## config.mk

```make
export PLATFORM = sky130hd
export DESIGN_NAME = uart_rx_framer_flat
export DESIGN_NICKNAME = d
export VERILOG_FILES = /design/src/rtl/uart_rx_framer_if.sv /design/src/rtl/uart_rx_framer.sv /design/src/flat_wrapper.sv
export SDC_FILE = /design/constraint.sdc
export NUM_CORES = 1
export LEC_CHECK = 0
export CORE_UTILIZATION = 40
export DETAILED_ROUTE_END_ITERATION = 6
export PLACE_DENSITY_LB_ADDON = 0.05
export SYNTH_ARGS = -nofsm -noshare
export SYNTH_HDL_FRONTEND = slang
export SYNTH_SLANG_ARGS = --single-unit
export TNS_END_PERCENT = 5
```

## constraint.sdc

```tcl
create_clock -name clk -period 2.2 [get_ports clk]
set_input_delay 0.33 -clock clk [delete_from_list [all_inputs] [get_ports clk]]
set_output_delay 0.33 -clock clk [all_outputs]
set_load 0.02 [all_outputs]
```

## src/rtl/uart_rx_framer_if.sv

```systemverilog
// Receive-side signal bundle for uart_rx_framer: serial line and consumer enable in,
// delivered byte plus done/error pulses out.
interface uart_rx_framer_if;
  logic       rx_pin;
  logic       rx_en_sig;
  logic       rx_done;
  logic [7:0] rx_data;
  logic       frame_err;

  modport master (
    input  rx_pin,
    input  rx_en_sig,
    output rx_done,
    output rx_data,
    output frame_err
  );

  modport slave (
    output rx_pin,
    output rx_en_sig,
    input  rx_done,
    input  rx_data,
    input  frame_err
  );
endinterface

```

## src/rtl/uart_rx_framer.sv

```systemverilog
// 8N1 UART receive framer: synchronizes rx_pin, mid-bit samples each bit at BAUD_DIV
// clocks per bit, and reports a good byte (rx_done) or a bad stop bit (frame_err).
module uart_rx_framer #(
  parameter int BAUD_DIV = 434
) (
  input  logic             clk,
  input  logic             rst_n,
  uart_rx_framer_if.master rx
);
  localparam int CW = $clog2(BAUD_DIV);
  localparam logic [CW-1:0] HALF_LAST = CW'(BAUD_DIV / 2 - 1);
  localparam logic [CW-1:0] BIT_LAST  = CW'(BAUD_DIV - 1);

  typedef enum logic [2:0] {
    IDLE,
    START,
    DATA,
    STOP,
    WAIT_HIGH
  } state_t;

  state_t        state;
  state_t        state_n;
  logic          sync1;
  logic          sync2;
  logic          line_prev;
  logic          line;
  logic          fall;
  logic [CW-1:0] cnt;
  logic [2:0]    bit_cnt;
  logic [7:0]    shift_reg;
  logic [7:0]    data_q;
  logic          done_q;
  logic          err_q;
  logic          sample_bit;
  logic          load_byte;
  logic          set_err;

  assign line = sync2;
  assign fall = line_prev & ~line;

  // Synchronizer and edge-detect flops reset to 1 so reset looks like an idle line.
  always_ff @(posedge clk or negedge rst_n) begin
    if (!rst_n) begin
      sync1     <= 1'b1;
      sync2     <= 1'b1;
      line_prev <= 1'b1;
    end else begin
      sync1     <= rx.rx_pin;
      sync2     <= sync1;
      line_prev <= sync2;
    end
  end

  always_ff @(posedge clk or negedge rst_n) begin
    if (!rst_n) state <= IDLE;
    else        state <= state_n;
  end

  // Losing the consumer enable mid-frame abandons the frame without any pulse.
  always_comb begin
    state_n    = state;
    sample_bit = 1'b0;
    load_byte  = 1'b0;
    set_err    = 1'b0;
    case (state)
      IDLE: begin
        if (fall && rx.rx_en_sig) state_n = START;
      end
      START: begin
        if (!rx.rx_en_sig)          state_n = IDLE;
        else if (cnt == HALF_LAST)  state_n = line ? IDLE : DATA;
      end
      DATA: begin
        if (!rx.rx_en_sig) begin
          state_n = IDLE;
        end else if (cnt == BIT_LAST) begin
          sample_bit = 1'b1;
          if (bit_cnt == 3'd7) state_n = STOP;
        end
      end
      STOP: begin
        if (!rx.rx_en_sig) begin
          state_n = IDLE;
        end else if (cnt == BIT_LAST) begin
          if (line) begin
            load_byte = 1'b1;
            state_n   = IDLE;
          end else begin
            set_err = 1'b1;
            state_n = WAIT_HIGH;
          end
        end
      end
      WAIT_HIGH: begin
        if (line) state_n = IDLE;
      end
      default: state_n = IDLE;
    endcase
  end

  // The baud counter restarts on every state change and after each data sample.
  always_ff @(posedge clk or negedge rst_n) begin
    if (!rst_n) begin
      cnt       <= '0;
      bit_cnt   <= 3'd0;
      shift_reg <= 8'h00;
      data_q    <= 8'h00;
      done_q    <= 1'b0;
      err_q     <= 1'b0;
    end else begin
      if (state_n != state || state == IDLE || state == WAIT_HIGH || sample_bit)
        cnt <= '0;
      else
        cnt <= cnt + 1'b1;

      if (state != DATA)  bit_cnt <= 3'd0;
      else if (sample_bit) bit_cnt <= bit_cnt + 3'd1;

      if (sample_bit) shift_reg <= {line, shift_reg[7:1]};
      if (load_byte)  data_q    <= shift_reg;

      done_q <= load_byte;
      err_q  <= set_err;
    end
  end

  assign rx.rx_done   = done_q;
  assign rx.rx_data   = data_q;
  assign rx.frame_err = err_q;
endmodule

```

## src/flat_wrapper.sv

```systemverilog
// flat-port wrapper written by rule: the top's interface ports become plain ports
module uart_rx_framer_flat 
#(
  parameter int BAUD_DIV = 434
)
  (clk, rst_n, rx_rx_pin, rx_rx_en_sig, rx_rx_done, rx_rx_data, rx_frame_err);
  uart_rx_framer_if rx_i ();
  input  logic clk;
  input  logic rst_n;
  input wire logic [$bits(rx_i.rx_pin)-1:0] rx_rx_pin;
  input wire logic [$bits(rx_i.rx_en_sig)-1:0] rx_rx_en_sig;
  output wire logic [$bits(rx_i.rx_done)-1:0] rx_rx_done;
  output wire logic [$bits(rx_i.rx_data)-1:0] rx_rx_data;
  output wire logic [$bits(rx_i.frame_err)-1:0] rx_frame_err;
  assign rx_i.rx_pin = rx_rx_pin;
  assign rx_i.rx_en_sig = rx_rx_en_sig;
  assign rx_rx_done = rx_i.rx_done;
  assign rx_rx_data = rx_i.rx_data;
  assign rx_frame_err = rx_i.frame_err;
  uart_rx_framer #(.BAUD_DIV(BAUD_DIV)) u_core (.clk(clk), .rst_n(rst_n), .rx(rx_i));
endmodule
```

==> metrics.md <==
| Metric | Value |
|---|---|
| Die Span X | 67.13 µm |
| Placer Congestion | 0.9320 |
| Combinational family with the most area after synthesis | simple AND/OR/NAND/NOR gates |
| Type of element launching the critical path | flop |
| Number of buffers between clock root and the deepest sink | 2 |
| Reg-to-Reg Start | u_core.cnt[0] |
| Overflow left after global routing | 0 |
| Share of async-settable or async-resettable flops after synthesis | 100.0% |
| Die span in y | 67.13 µm |
| Type of the worst min-delay path | flop to flop |
| Post-synthesis to final-layout area growth | 19.03% |
| Number of flops mapped to enable cells by yosys | 0 |
| Clock-pin slew on the worst setup and hold paths | 70 ps |
| Maximum level of the CTS H-tree | 2 |
| Fin util | 50.12% |
| M2 GR Usage | 22.50% |
| Number of inserted diodes | 0 |
| Routing usage on met1 | 21.35% |
| Library cell used as clock root buffer | sky130_fd_sc_hd__clkbuf_8 |
| Pin count of the biggest net entering global routing | 37 |
| Slowest cell on crit path | sky130_fd_sc_hd__a2111oi_1 |
| CP Depth | 5 |
| Mapped Area | 1697 µm² |
| R2R depth | 5 |
| Final-layout setup total negative slack | 0 ps |
| F_max | 490.8 MHz |
| Initial DRT Pass Iterations | 4 |
| Tmin final | 2037 ps |
| Iteration-0 DRC count of the detailed router | 32 |
| Largest fanout on the critical path | 9 |
| Post-route ant nets | 0 |
| Measured slew at the worst slew-check pin | 633.6 ps |
| Relative slew slack | 57.66% |
| Via count of the first global-routing pass | 1,066 |
| Bufs and invs on worst path | 0 |
| Data required, critical path | 2390 ps |
| Hold Buf Count CTS | 0 |
| Synthesized area divided by synthesized cell count | 12.76 µm² |
| Final worst-path cycle share | 92.61% |
| Total Die Area | 4506 µm² |
| Main flop type after synthesis | sky130_fd_sc_hd__dfrtp_1 |
| Overall power | 0.001224 W |
| Initial antenna violation count | 0 |
| Cell types occupying the most area after synthesis | sky130_fd_sc_hd__dfrtp_1 (49%), sky130_fd_sc_hd__mux2_2 (11%), sky130_fd_sc_hd__dfstp_2 (4.6%), sky130_fd_sc_hd__nor3_1 (3.8%), sky130_fd_sc_hd__ha_1 (3.7%) |
| Endpoint of the worst-slack reg-to-reg timing path | u_core.cnt[3] |
| Met3 usage | 3.767% |
| Status | finished clean |
| Clock network fraction of total power | 39.6% |
| Family of cells with the greatest summed delay on the critical path | compound AO/OA/AOI/OAI gates |
| Cell internal power dissipation | 0.0009479 W |
| Pins over their slew limit | 0 |
| Slack of the critical path | 162.6 ps |
| TritonCTS Buffers | 5 |
| Adder-Cell Fraction of Synth Area | 3.687% |
| Via-to-Cell Ratio | 5.369 |
| Final number of setup-violating endpoints | 0 |
| Worst IR Drop VDD | 271.7 µV |
| Switching power share of the total | 22.53% |
| RSZ-0062 raised after global routing | no |
| GRT busiest layer | met2 |
| Worst setup path endpoint | u_core.cnt[3] |
| Buffers added on ports | 13 |
| Count of standard-cell rows | 23 |
| Routed len/inst | 14.62 µm |
| Max Cap Viol | 0 |
| Final-stage net count | 164 |
| Final Hold Viols | 0 |
| Half-perimeter wire length after detailed placement | 2.059 mm |
| Part of the total power dissipated in sequential elements | 55.1% |
| Cell count after synthesis | 133 |
| Share of layout cells above drive strength 1 | 25.00% |
| Pre-CTS setup slack | 48.51 ps |
| Mux contribution to synthesized area | 13.13% |
| Aggregate routed wire length | 3.012 mm |
| Clock tree from TritonCTS | built |
| Floorplan core area | 4029 µm² |
| Sinks on the clock net | 36 |
| Number of placed I/O pins | 14 |
| Setup repair bufs after CTS | 0 |
| Yosys top cell by area | sky130_fd_sc_hd__dfrtp_1 |
| Clock latency on the worst-skew pair | 280 ps |
| Number of flip-flops in the largest register | 9 |
| Post-synthesis sequential area ratio | 53.32% |
| Data arrival time of the worst path | 2230 ps |
| Critical path cell sequence | ha_1 -> and4bb_1 -> a2111oi_1 -> a221oi_4 -> nor3_1 |
| Number of vias in the routed layout | 1,106 |
| Share of synthesized cell area in and, or, nand and nor gates | 17.70% |
| Net Switching | 0.0002757 W |
| Setup slack, reg-to-reg | 160 ps |
| Yosys reg bits | 36 |
| Pwr/cell area | 605.9 nW/µm² |
| Power share of the combinational group | 5.3% |
| Clock Skews | 3.784 ps |
| Static Leak | 0.8951 nW |
| Syn Nets | 142 |
| CP startpoint | u_core.cnt[0] |
| First-pass GRT wire length | 5.175 mm |
| Post-route cell area | 2019 µm² |
| Kind of end point of the critical path | flop |
| Distinct cell type count of the synthesized netlist | 40 |
| Compound-gate portion of the synthesized area | 5.310% |
| Critical path start-end classification | flop to flop |
| Xor and xnor fraction of the mapped netlist area | 4.130% |
| Overall routing resource usage | 15.87% |
| DRC Markers | 0 |
| Fraction of synthesized cell area taken by the top area cell type | 48.67% |
| Longest individual stage delay on the worst path | 670 ps |
| Starting utilization of the core area | 42.11% |
| Post-Place Cell Area | 1907 µm² |
| Yosys warning total | 0 |
[what timing repair did]
item	in CTS	in global routing
endpoints found under the hold margin	0	0
setup endpoints to repair	0	9
resized for setup	0	3
[cell families (layout without fill, tap and decap cells)]
| group | count (synthesis) | count (layout) |
|---|---|---|
| adder cells (fa/ha/maj) | 5 | 5 |
| buffers and inverters | 9 | 32 |
| flip-flops | 36 | 36 |
| AO/OA/AOI/OAI | 11 | 11 |
| XOR/XNOR | 8 | 8 |
| multiplexers | 19 | 19 |
| AND/OR/NAND/NOR | 45 | 45 |
[synthesized netlist by cell type (2+ instances only)]
master,n
sky130_fd_sc_hd__dfstp_2,3
sky130_fd_sc_hd__mux2i_1,2
sky130_fd_sc_hd__and3_1,3
sky130_fd_sc_hd__xor2_1,3
sky130_fd_sc_hd__and2_1,3
sky130_fd_sc_hd__nand2_1,3
sky130_fd_sc_hd__nand3_1,4
sky130_fd_sc_hd__a31oi_1,3
sky130_fd_sc_hd__mux2_2,16
sky130_fd_sc_hd__nor2_1,4
sky130_fd_sc_hd__ha_1,5
sky130_fd_sc_hd__inv_1,4
sky130_fd_sc_hd__nor4bb_1,2
sky130_fd_sc_hd__xnor2_1,5
sky130_fd_sc_hd__nor3_1,13
sky130_fd_sc_hd__and4b_1,2
sky130_fd_sc_hd__nand2b_1,3
sky130_fd_sc_hd__dfrtp_1,33
[per-stage QoR]
step,hold WS (ps),cells
after global routing,361.7,206
after floorplan,34.41,133
final,357.7,206
after detailed placement,349.3,198
after CTS,360.0,206
after global placement,346.7,198
[layer usage]
layer / wire length [µm] / up-vias
met4: 70 / 0
li1: - / 528
met1: 1430 / 547
met3: 115 / 8
met5: 0 / -
met2: 1396 / 23
[worst min path at each step]
stage                       from           endpoint  cells past startpoint
floorplan                  rst_n  u_core.bit_cnt[0]                      0
global placement    u_core.sync1        u_core.line                      0
detailed placement  u_core.sync1        u_core.line                      0
CTS                 u_core.sync1        u_core.line                      0
global route        u_core.sync1        u_core.line                      0
finish              u_core.sync1        u_core.line                      0
[layout make-up]
class	instances	area (µm²)
Fill cell	370	2009
Sequential cell	36	904.6
Multi-Input combinational cell	88	764.5
Timing Repair Buffer	19	175.2
Clock buffer	7	86.33
Tap cell	50	62.56
Inverter	5	18.77
Clock inverter	1	7.507
[layout by cell type, fill, tap and decap left out, drive strengths merged, types with 2 or more instances in the layout]
master | synthesis | final
nand2 | 3 | 3
and2 | 3 | 3
clkdlybuf4s50 | 0 | 13
inv | 4 | 4
mux2i | 2 | 2
ha | 5 | 5
nor4bb | 2 | 2
and4b | 2 | 2
mux2 | 16 | 16
buf | 3 | 6
xnor2 | 5 | 5
and3 | 3 | 3
nand3 | 6 | 6
nor3 | 13 | 13
nand2b | 3 | 3
nor2 | 4 | 4
nor4 | 2 | 2
clkbuf | 1 | 7
xor2 | 3 | 3
a31oi | 3 | 3
dfstp | 3 | 3
dfrtp | 33 | 33
[power groups by stage]
stage               clock network (W)  logic (W)  registers [W]
detailed placement                  0  0.0000625       0.000687
finish                       0.000484  0.0000647       0.000675
floorplan                           0  0.0000296       0.000686
CTS                          0.000504  0.0000629       0.000674
global placement                    0  0.0000619       0.000687
global route                 0.000541  0.0000731       0.000675
Note: power is estimated with default switching activity, not from simulation.
